File: src/rtl/pipe_hazard_ctrl.sv
// rtl/pipe_hazard_ctrl.sv - pipeline stall/flush controller with exception redirect and stall watchdog
module pipe_hazard_ctrl #(
  parameter int              STAGES        = 6,
  parameter int              ADDR_W        = 32,
  parameter int              EXC_W         = 32,
  parameter logic [ADDR_W-1:0] VEC_BASE    = ADDR_W'(32'h0000_0000),
  parameter logic [ADDR_W-1:0] INT_OFFSET  = ADDR_W'(32'h0000_0020),
  parameter logic [ADDR_W-1:0] GEN_OFFSET  = ADDR_W'(32'h0000_0040),
  parameter int              FLUSH_CYCLES  = 1,
  parameter int              STALL_TIMEOUT = 255,
  parameter logic [EXC_W-1:0] EXC_INT      = EXC_W'(1),
  parameter logic [EXC_W-1:0] EXC_SYSCALL  = EXC_W'(8),
  parameter logic [EXC_W-1:0] EXC_INVALID  = EXC_W'(10),
  parameter logic [EXC_W-1:0] EXC_TRAP     = EXC_W'(13),
  parameter logic [EXC_W-1:0] EXC_OVF      = EXC_W'(12),
  parameter logic [EXC_W-1:0] EXC_ERET     = EXC_W'(14)
) (
  input  logic              clk,
  input  logic              rst,
  input  logic [STAGES-1:0] stallreq_i,
  input  logic [EXC_W-1:0]  exception_i,
  input  logic [ADDR_W-1:0] cp0_epc_i,
  output logic [STAGES-1:0] stall_o,
  output logic              flush_o,
  output logic [ADDR_W-1:0] exec_handler_addr_o,
  output logic              stall_timeout_o,
  output logic [31:0]       stall_cnt_o
);

  localparam int FC_W = $clog2(FLUSH_CYCLES + 1);
  localparam int WD_W = $clog2(STALL_TIMEOUT + 1);

  typedef enum logic {RUN, FLUSH} state_t;

  state_t            state;
  logic [FC_W-1:0]   flush_cnt;
  logic [ADDR_W-1:0] latched_addr;
  logic [WD_W-1:0]   wd_cnt;
  logic [ADDR_W-1:0] target_addr;
  logic [STAGES-1:0] therm;
  logic              exc_take;

  always_comb begin
    target_addr = VEC_BASE + GEN_OFFSET;
    case (exception_i)
      EXC_INT:                                    target_addr = VEC_BASE + INT_OFFSET;
      EXC_SYSCALL, EXC_INVALID, EXC_TRAP, EXC_OVF: target_addr = VEC_BASE + GEN_OFFSET;
      EXC_ERET:                                   target_addr = cp0_epc_i;
      default:                                    target_addr = VEC_BASE + GEN_OFFSET;
    endcase
  end

  // Stage k stalls whenever it or any later stage requests: stalls propagate upstream.
  always_comb begin
    therm = '0;
    for (int i = 0; i < STAGES; i++)
      therm[i] = |(stallreq_i >> i);
  end

  assign exc_take = (state == RUN) && (exception_i != '0);

  always_comb begin
    stall_o             = '0;
    flush_o             = 1'b0;
    exec_handler_addr_o = '0;
    if (!rst) begin
      if (state == FLUSH) begin
        flush_o             = 1'b1;
        exec_handler_addr_o = latched_addr;
      end else if (exc_take) begin
        flush_o             = 1'b1;
        exec_handler_addr_o = target_addr;
      end else begin
        stall_o = therm;
      end
    end
  end

  always_ff @(posedge clk) begin
    if (rst) begin
      state        <= RUN;
      flush_cnt    <= '0;
      latched_addr <= '0;
    end else begin
      case (state)
        RUN: if (exc_take) begin
          latched_addr <= target_addr;
          if (FLUSH_CYCLES > 1) begin
            state     <= FLUSH;
            flush_cnt <= FC_W'(FLUSH_CYCLES - 1);
          end
        end
        FLUSH: begin
          if (flush_cnt <= FC_W'(1)) state <= RUN;
          flush_cnt <= flush_cnt - FC_W'(1);
        end
        default: state <= RUN;
      endcase
    end
  end

  always_ff @(posedge clk) begin
    if (rst) begin
      wd_cnt          <= '0;
      stall_timeout_o <= 1'b0;
      stall_cnt_o     <= '0;
    end else if (stall_o != '0) begin
      stall_cnt_o <= stall_cnt_o + 32'd1;
      if (wd_cnt != WD_W'(STALL_TIMEOUT)) wd_cnt <= wd_cnt + WD_W'(1);
      if (wd_cnt >= WD_W'(STALL_TIMEOUT - 1)) stall_timeout_o <= 1'b1;
    end else begin
      wd_cnt <= '0;
    end
  end

endmodule

File: config.mk
export PLATFORM = sky130hd
export DESIGN_NAME = pipe_hazard_ctrl
export DESIGN_NICKNAME = d
export VERILOG_FILES = /design/src/rtl/pipe_hazard_ctrl.sv
export SDC_FILE = /design/constraint.sdc
export NUM_CORES = 1
export LEC_CHECK = 0
export BUFFER_PORTS_ARGS = -buffer_cell sky130_fd_sc_hd__buf_2
export CAP_MARGIN = 10
export CORE_ASPECT_RATIO = 0.9
export CORE_MARGIN = 2
export CORE_UTILIZATION = 40
export CTS_BUF_LIST = sky130_fd_sc_hd__clkbuf_8
export DETAILED_ROUTE_END_ITERATION = 8
export PLACE_DENSITY = 0.75
export SLEW_MARGIN = 20
export SYNTH_ARGS = -nofsm -noshare
export SYNTH_HDL_FRONTEND = slang
export SYNTH_SLANG_ARGS = --single-unit
File: constraint.sdc
create_clock -name clk -period 2.99 [get_ports clk]
set_clock_uncertainty 0.2 [all_clocks]
set_input_delay 0.299 -clock clk [delete_from_list [all_inputs] [get_ports clk]]
set_output_delay 0.299 -clock clk [all_outputs]
set_load 0.03 [all_outputs]
# Word-level counts from Yosys, hierarchy flattened
# Cells that the tools add are included.
# totals
register_bits,75
latchBits,0
ram_bits,0
romBits,0
input_bits,72
output_inout_bits,72
word_cells,39
mem_count,0
# classes
addsub,3
n_mul,0
n_div,0
n_lt_le_gt_ge,2
n_eq_ne,3
shift,0
mux,11
n_bitwise,2
reduce_logical,12
# op_table
cell,count
$mux W32,3
$pmux W32 S2,1
$add A32 B1 Y32 const B,1
$eq A32 B1 Y1 const B,1
$eq A32 B4 Y1 const B,1
$reduce_bool A32 Y1,1
$mux W6,3
$add A8 B1 Y8 const B,1
$ge A8 B8 Y1 const B,1
$ne A8 B8 Y1 const B,1
$reduce_bool A6 Y1,1
$reduce_or A2 Y1,3
$reduce_or A6 Y1,1
$reduce_or A5 Y1,1
$mux W1,4
$reduce_and A2 Y1,2
$reduce_or A4 Y1,1
$reduce_or A3 Y1,1
$not A1 Y1,2
$le A1 B1 Y1 const B,1
$logic_and A1 B1 Y1,1
$sub A1 B1 Y1 const B,1

# Longest topological paths before layout
# Gate-level depths: netlist of run 1.
# logic_depth
depth_word,8
ltp_mapped,7
mapped_depth_nobuf,6

# Worst setup path after synthesis of run 1
# No wires, ideal clock.
# synth_timing
path_kind,input to output
startpoint,in exception_i[19]
endpoint,out exec_handler_addr_o[0]
arrival_time_ns,1.958
required_time_ns,2.491
path_slack_ns,0.533
stages,6
n_path_buf,1
path_cell_list,or4_4 -> nor3_2 -> nand2_1 -> nor3_1 -> clkbuf_1 -> and2_1
# synth_between
elab_chain_cells,5
elab_cells_between_ends,8
classes_between,eq/ne: 2; mux: 4; reduce/logical: 2
# synth_lines
element,line,text
from (decl),21,"input logic [EXC_W-1:0] exception_i,"
$eq A32 B4 Y1 (tied with other cells),45,case (exception_i)
$pmux W32 S2 or $logic_and A1 B1 Y1 (tied branches),"45, 60",
$mux W32 (*),70,end else if (exc_take) begin
$mux W32 (*),67,if (state == FLUSH) begin
$mux W32 (*),66,if (!rst) begin
to (decl),25,"output logic [ADDR_W-1:0] exec_handler_addr_o,"
# Mark *: on every way between the ends. The rest lies on a longest branch, timed or not.

# Final worst setup path of run 1
# layout_timing
startpoint,in exception_i[27]
endpoint,out exec_handler_addr_o[4]
# The elaborated chain is that of the path after synthesis.

==> results of run 1 <==
[layer usage]
layer	share of wire	track usage
met1	0.41	0.2890
met2	0.48	0.3756
met3	0.069	0.05417
met4	0.037	0.1048
met5	0	0
[critical path: cells and delay by family]
family / cells / cell delay [ps]
and+or+nand+nor: 5 / 1320
buffers and inverters: 3 / 560
[Yosys cell counts, drive strengths merged, types with 2 or more instances]
master / n / area (um^2)
dfxtp: 41 / 820.8
a21oi: 32 / 160.2
and2: 32 / 200.2
nand2: 24 / 90.09
nor2: 23 / 86.33
nand4: 18 / 112.6
o21ai: 15 / 75.07
or3: 15 / 93.84
nand3: 12 / 65.06
nor4: 11 / 83.83
clkbuf: 10 / 37.54
or4: 10 / 82.58
inv: 9 / 33.78
o31ai: 8 / 60.06
nor3: 6 / 35.03
xor2: 5 / 43.79
xnor2: 4 / 35.03
ha: 3 / 37.54
mux2i: 3 / 30.03
a211oi: 2 / 15.01
and3: 2 / 12.51
and4: 2 / 17.52
buf: 2 / 8.750
nand4b: 2 / 17.52
o211ai: 2 / 15.01
or2: 2 / 12.51
[flip-flops by register name, indices dropped and copies added, names as in the netlist]
register	count
wd_cnt	8
stall_cnt_o	32
stall_timeout_o	1
[worst paths after layout]
path	startpoint	to	slack [ps]	cells after the start
max	exception_i[27]	exec_handler_addr_o[4]	310	8
min reg2reg	stall_timeout_o$_SDFFE_PP0P_	stall_timeout_o$_SDFFE_PP0P_	290	2
max reg2reg	stall_cnt_o[3]$_SDFFE_PP0P_	stall_cnt_o[31]$_SDFFE_PP0P_	460	5
min	stall_timeout_o$_SDFFE_PP0P_	stall_timeout_o$_SDFFE_PP0P_	290	2
[power by group through the flow]
| stage | clock, mW | sequential (mW) | combinational [mW] |
|---|---|---|---|
| detailed placement | 0 | 0.558 | 0.0757 |
| floorplan | 0 | 0.558 | 0.0188 |
| CTS | 0.478 | 0.545 | 0.0759 |
| global route | 0.496 | 0.545 | 0.0822 |
| finish | 0.471 | 0.545 | 0.0756 |
| global placement | 0 | 0.558 | 0.0751 |
[cells by family (layout without fill, tap and decap cells)]
family	count (synthesis)	after routing	share of synthesized area
AND/OR/NAND/NOR	160	160	0.3922
AO/OA/AOI/OAI	65	65	0.1600
flip-flops	41	41	0.3510
buffers and inverters	21	166	0.03424
XOR/XNOR	9	9	0.03371
adder cells (fa/ha/maj)	3	3	0.01605
multiplexers	3	3	0.01284
[metrics by stage]
stage	util	setup WS, ps	cell area [um^2]
final	0.5769	305.6	3266
after floorplan	-	533.2	2338
after CTS	0.5769	285.3	3266
after detailed placement	0.5557	293.8	3146
after global routing	0.5769	121.2	3266
after global placement	0.5557	330.6	3146
[final cells by class]
| type | count | area share |
|---|---|---|
| Clock buffer | 6 | 0.02529 |
| Sequential cell | 41 | 0.2513 |
| Clock inverter | 2 | 0.01149 |
| Multi-Input combinational cell | 240 | 0.4418 |
| Timing Repair Buffer | 149 | 0.2330 |
| Inverter | 9 | 0.01034 |
| Tap cell | 70 | 0.02682 |
==> impl_metrics.sql, run 1 <==
INSERT INTO impl_metrics (metric_group, metric, value, unit) VALUES
('clock_tree', 'worstSkewPairLatency', '290', 'ps'),
('layout', 'diodes', '0', ''),
('worst_setup_path', 'cp_slowest_cell', 'sky130_fd_sc_hd__or4_1', ''),
('synthesis', 'postSynthRegisterBits', '41', ''),
('clock_tree', 'cts-resized-gates', '0', ''),
('timing', 'period_minus_slack', '2684', 'ps'),
('power_and_ir_drop', 'total_power', '1.092', 'mW'),
('synthesis', 'synth_area_per_cell', '7.743', 'um^2'),
('power_and_ir_drop', 'switching_power', '0.2345', 'mW'),
('grt', 'first_global_vias', '2524', ''),
('layout', 'layout-drive-gt1-share', '0.3714', ''),
('layout', 'fill_cells', '545', ''),
('die', 'placeable_core_area', '5660', 'um^2'),
('timing', 'maxSlewHeadroom', '0.5574', ''),
('timing', 'maxClockFrequency', '0.3725', 'GHz'),
('synthesis', 'synth-edff-count', '0', ''),
('layout', 'final_nets', '521', ''),
('routing', 'ant_nets', '0', ''),
('routing', 'drt_first_iter_violations', '147', ''),
('timing', 'period_utilization', '0.8978', ''),
('timing', 'hold-worst-slack', '288.2', 'ps'),
('worst_setup_path', 'worst_ep_arrival_time', '2190', 'ps'),
('die', 'design.die.area', '6474', 'um^2'),
('clock_tree', 'clock_tree_from_tritoncts', 'built', ''),
('synthesis', 'netlist_area', '2338', 'um^2'),
('clock_tree', 'clkTransAtPathRegs', '80', 'ps'),
('clock_tree', 'cts.htree.levels', '2', ''),
('place', 'post-place-cells', '509', ''),
('layout', 'finish.cell_count_without_fillers', '517', ''),
('place', 'place.detailed.hpwl', '6065', 'um'),
('synthesis', 'yosysWarnings', '0', ''),
('routing', 'routed_via_count', '2803', ''),
('synthesis', 'synth_seq_area_share', '0.3510', ''),
('power_and_ir_drop', 'irDropWorstVdd', '0.0003032', 'V'),
('outcome', 'run_status', 'finished, final reports clean', ''),
('routing', 'viasPerCell', '5.422', ''),
('clock_tree', 'cts_setup_buffers', '0', ''),
('routing', 'drt_wl_total', '7489', 'um'),
('worst_setup_path', 'slowest_delay', '640', 'ps'),
('power_and_ir_drop', 'power_frac_seq', '0.500', ''),
('layout', 'area.sequential', '820.8', 'um^2'),
('worst_setup_path', 'cell_breakdown_of_the_critical_path', 'buf_2, or4_1, nor3_2, nand2_1, nor3_2, buf_4, and2_1, buf_2', ''),
('worst_setup_path', 'critical_path.endpoint_type', 'output pin', ''),
('synthesis', 'synth_fp_nets', '377', ''),
('grt', 'grt_start_max_net_pins', '32', ''),
('die', 'rows', '26', ''),
('flow_run', 'max_cap_violations', '0', ''),
('synthesis', 'synthCells', '302', ''),
('routing', 'detail_route.first_pass.iterations', '4', ''),
('timing', 'final_slew_violations', '0', ''),
('synthesis', 'synth.lib_cells_used.distinct', '38', ''),
('die', 'die_y', '76.54', 'um'),
('layout', 'layout.cells.most_common', 'sky130_fd_sc_hd__buf_2', ''),
('layout', 'layout.cells.most_common_list', 'sky130_fd_sc_hd__buf_2 (143), sky130_fd_sc_hd__dfxtp_1 (41), sky130_fd_sc_hd__and2_1 (32), sky130_fd_sc_hd__a21oi_1 (32), sky130_fd_sc_hd__nand2_1 (24)', ''),
('place', 'numPortBuffers', '143', ''),
('power_and_ir_drop', 'cell_internal_pwr', '0.8571', 'mW'),
('clock_tree', 'cts-buffers-inserted', '5', ''),
('synthesis', 'most_used_flip_flop_cell_after_synthesis', 'sky130_fd_sc_hd__dfxtp_1', ''),
('clock_tree', 'ctsRootBufferMaster', 'sky130_fd_sc_hd__clkbuf_8', ''),
('power_and_ir_drop', 'combinationalPowerShare', '0.069', ''),
('place', 'gp_congestion', '0.8891', ''),
('timing', 'fin_tns_setup', '0', 'ps'),
('synthesis', 'async_flop_share', '0', ''),
('grt', 'antenna_found_initial', '0', ''),
('power_and_ir_drop', 'net_switching_share_of_the_total_power', '0.2149', ''),
('power_and_ir_drop', 'power.density', '334.3', 'nW/um^2'),
('power_and_ir_drop', 'power.clock.fraction', '0.431', ''),
('worst_setup_path', 'worst_setup_path_start_kind', 'primary input', ''),
('layout', 'areaGrowthSynthToFinish', '39.65', '%'),
('die', 'initial_core_util', '0.4131', ''),
('clock_tree', 'cts.sink_count', '41', '');
Power figures use the tool's default switching activity.
==> run 2, diff against run 1 <==
--- a/config.mk
+++ b/config.mk
@@ -5,14 +5,13 @@
 export SDC_FILE = /design/constraint.sdc
 export NUM_CORES = 1
 export LEC_CHECK = 0
-export BUFFER_PORTS_ARGS = -buffer_cell sky130_fd_sc_hd__buf_2
 export CAP_MARGIN = 10
 export CORE_ASPECT_RATIO = 0.9
 export CORE_MARGIN = 2
 export CORE_UTILIZATION = 40
 export CTS_BUF_LIST = sky130_fd_sc_hd__clkbuf_8
 export DETAILED_ROUTE_END_ITERATION = 8
-export PLACE_DENSITY = 0.75
+export DONT_BUFFER_PORTS = 1
 export SLEW_MARGIN = 20
 export SYNTH_ARGS = -nofsm -noshare
 export SYNTH_HDL_FRONTEND = slang
==> run 2 against run 1 <==
Effect of this change:
- core utilization is 10 points lower
- die area stayed put
- routed wire length is 3.4% lower
- largest power group unchanged
==> impl_metrics.sql, run 2 (same netlist as run 1, synthesis figures left out) <==
INSERT INTO impl_metrics (metric_group, metric, value, unit) VALUES
('outcome', 'run_status', 'finished, final reports clean', ''),
('layout', 'area.sequential', '820.8', 'um^2'),
('place', 'place_worst_setup_slack', '340.6', 'ps'),
('layout', 'largest_register_ffs', '32', ''),
('layout', 'layout.cells.most_common_list', 'sky130_fd_sc_hd__dfxtp_1 (41), sky130_fd_sc_hd__and2_1 (32), sky130_fd_sc_hd__a21oi_1 (32)', ''),
('power_and_ir_drop', 'irDropWorstVdd', '0.0002077', 'V'),
('die', 'initial_core_util', '0.4131', ''),
('power_and_ir_drop', 'total_power', '1.010', 'mW'),
('layout', 'layout-drive-gt1-share', '0.1215', ''),
('routing', 'drt_drc_violations_left', '0', ''),
('layout', 'areaGrowthSynthToFinish', '14.45', '%'),
('power_and_ir_drop', 'power.density', '377.2', 'nW/um^2'),
('routing', 'viasPerCell', '5.931', ''),
('grt', 'grt_first_pass_wirelength', '11330', 'um'),
('layout', 'biggestRegsByFlops', 'stall_cnt_o (32), wd_cnt (8), stall_timeout_o (1)', ''),
('worst_setup_path', 'worst_setup_path_start_kind', 'primary input', ''),
('layout', 'fill_cells', '564', ''),
('layout', 'area_occupied_by_multi_input_gates', '1443', 'um^2'),
('worst_hold_path', 'worst_hold_path_type', 'in -> reg', ''),
('die', 'design.die.area', '6474', 'um^2'),
('clock_tree', 'clkTransAtPathRegs', '80', 'ps'),
('layout', 'final_nets', '396', ''),
('timing', 'fin_tns_setup', '0', 'ps'),
('timing', 'maxClockFrequency', '0.3775', 'GHz'),
('timing', 'rsz0062_at_grt', 'no', ''),
('routing', 'routed_via_count', '2331', ''),
('timing', 'maxSlewHeadroom', '0.2871', ''),
('die', 'placeable_core_area', '5660', 'um^2'),
('die', 'die_y', '76.54', 'um'),
('worst_setup_path', 'critical_path.endpoint_type', 'output pin', ''),
('worst_setup_path', 'required', '2490', 'ps'),
('routing', 'ant_nets', '0', ''),
('layout', 'max_flop_register', 'stall_cnt_o', ''),
('place', 'gp_congestion', '0.8992', ''),
('clock_tree', 'cts-buffers-inserted', '5', ''),
('worst_setup_path', 'setup.worst_path.class', 'in -> out', ''),
('worst_setup_path', 'cp_slowest_cell', 'sky130_fd_sc_hd__or4_1', ''),
('clock_tree', 'cts.htree.levels', '2', ''),
('layout', 'finish.instance_area', '2676', 'um^2'),
('worst_setup_path', 'worst_path_dominant_cell_family', 'simple AND/OR/NAND/NOR gates', ''),
('routing', 'detail_route.first_pass.iterations', '4', ''),
('worst_setup_path', 'worstRegToRegCells', '7', ''),
('worst_setup_path', 'worstPathMaxFanout', '26', ''),
('routing', 'drt_wl_total', '7233', 'um'),
('die', 'rows', '26', ''),
('timing', 'hold_viol_final', '0', ''),
('clock_tree', 'cts.sink_count', '41', ''),
('worst_setup_path', 'slowest_delay', '620', 'ps'),
('timing', 'period_minus_slack', '2649', 'ps'),
('grt', 'all_layer_global_routing_usage', '0.2203', ''),
('timing', 'period_utilization', '0.8860', ''),
('grt', 'antenna_found_initial', '2', ''),
('timing', 'report.final.setup_viol', '0', ''),
('timing', 'worst_slack', '340.9', 'ps'),
('die', 'die_x', '84.60', 'um'),
('timing', 'final_slew_violations', '0', ''),
('place', 'numPortBuffers', '0', ''),
('grt', 'first_global_vias', '2143', ''),
('grt', 'grt_start_max_net_pins', '27', ''),
('place', 'placement.cell_area', '2557', 'um^2'),
('worst_setup_path', 'cell_breakdown_of_the_critical_path', 'or4_1, nor3_2, nand2_1, nor3_2, buf_4, and2_1', ''),
('clock_tree', 'worstSkewPairLatency', '300', 'ps'),
('clock_tree', 'clock_tree_from_tritoncts', 'built', ''),
('flow_run', 'max_cap_violations', '0', ''),
('clock_tree', 'ctsRootBufferMaster', 'sky130_fd_sc_hd__clkbuf_8', ''),
('die', 'top_level_ports', '144', ''),
('timing', 'tightest_slew', '1066', 'ps'),
('power_and_ir_drop', 'power_leakage', '0.8678', 'nW'),
('layout', 'layout.cells.most_common', 'sky130_fd_sc_hd__dfxtp_1', ''),
('clock_tree', 'clockBufferDepth', '2', ''),
('routing', 'route.detailed.wl_per_inst', '18.40', 'um'),
('worst_setup_path', 'worst-path-buf-inv', '1', ''),
('routing', 'drt_first_iter_violations', '97', ''),
('worst_setup_path', 'cpMostUsedCell', 'sky130_fd_sc_hd__nor3_2', ''),
('worst_setup_path', 'path_depth', '6', ''),
('worst_setup_path', 'worst_ep_arrival_time', '2150', 'ps'),
('worst_hold_path', 'timing.hold.worst_path_depth', '4', ''),
('grt', 'overflow', '0', ''),
('place', 'place.detailed.hpwl', '5748', 'um');
==> run 2: worst min-delay path: cells and delay by family <==
| kind | cells | cell delay (ps) |
|---|---|---|
| AND/OR/NAND/NOR | 3 | 210 |
| XOR/XNOR | 1 | 70 |
==> run 2: cell type report <==
type / count / share of cell area
diodes: 2 / 0.001870
well taps: 70 / 0.03273
repair buffers: 24 / 0.06826
inverters: 9 / 0.01262
multi-input cells: 240 / 0.5390
flip-flops and latches: 41 / 0.3067
clock buffers: 5 / 0.02571
clock inverters: 2 / 0.01309
==> run 2: per-stage QoR <==
| stage | util | instances | hold slack, ps |
|---|---|---|---|
| final | 0.4728 | 393 | 115.1 |
| after detailed placement | 0.4518 | 383 | 172.3 |
| after CTS | 0.4719 | 391 | 113.9 |
| after global routing | 0.4728 | 393 | 145.6 |
| after global placement | 0.4518 | 383 | 171.1 |
| after floorplan | - | 302 | 321.1 |
==> run 2: worst paths after layout <==
check	from	end	slack, ps
min reg2reg	stall_cnt_o[2]$_SDFFE_PP0P_	stall_cnt_o[2]$_SDFFE_PP0P_	360
max	exception_i[27]	exec_handler_addr_o[26]	340
min	rst	stall_cnt_o[2]$_SDFFE_PP0P_	120
max reg2reg	stall_cnt_o[6]$_SDFFE_PP0P_	stall_cnt_o[31]$_SDFFE_PP0P_	460
==> run 2: timing repair <==
item,4_1_cts,5_1_grt
endpoints found under the hold margin,26,0
hold buffers,1,0
gates resized for setup,0,0
setup buffers,0,0
==> run 2: report_power, final <==
part | internal [mW] | switching, mW
clock network | 0.243 | 0.197
registers | 0.545 | 0.0000000000110
logic | 0.00675 | 0.0174
total | 0.795 | 0.215
==> run 2: per-layer routing <==
metal  up-vias  track usage  wire, um
met5         -            0         0
met2        91       0.3701      3488
met3        10      0.06067       572
met4         0      0.07778       170
li1       1150            -         -
met1      1080       0.2696      3001
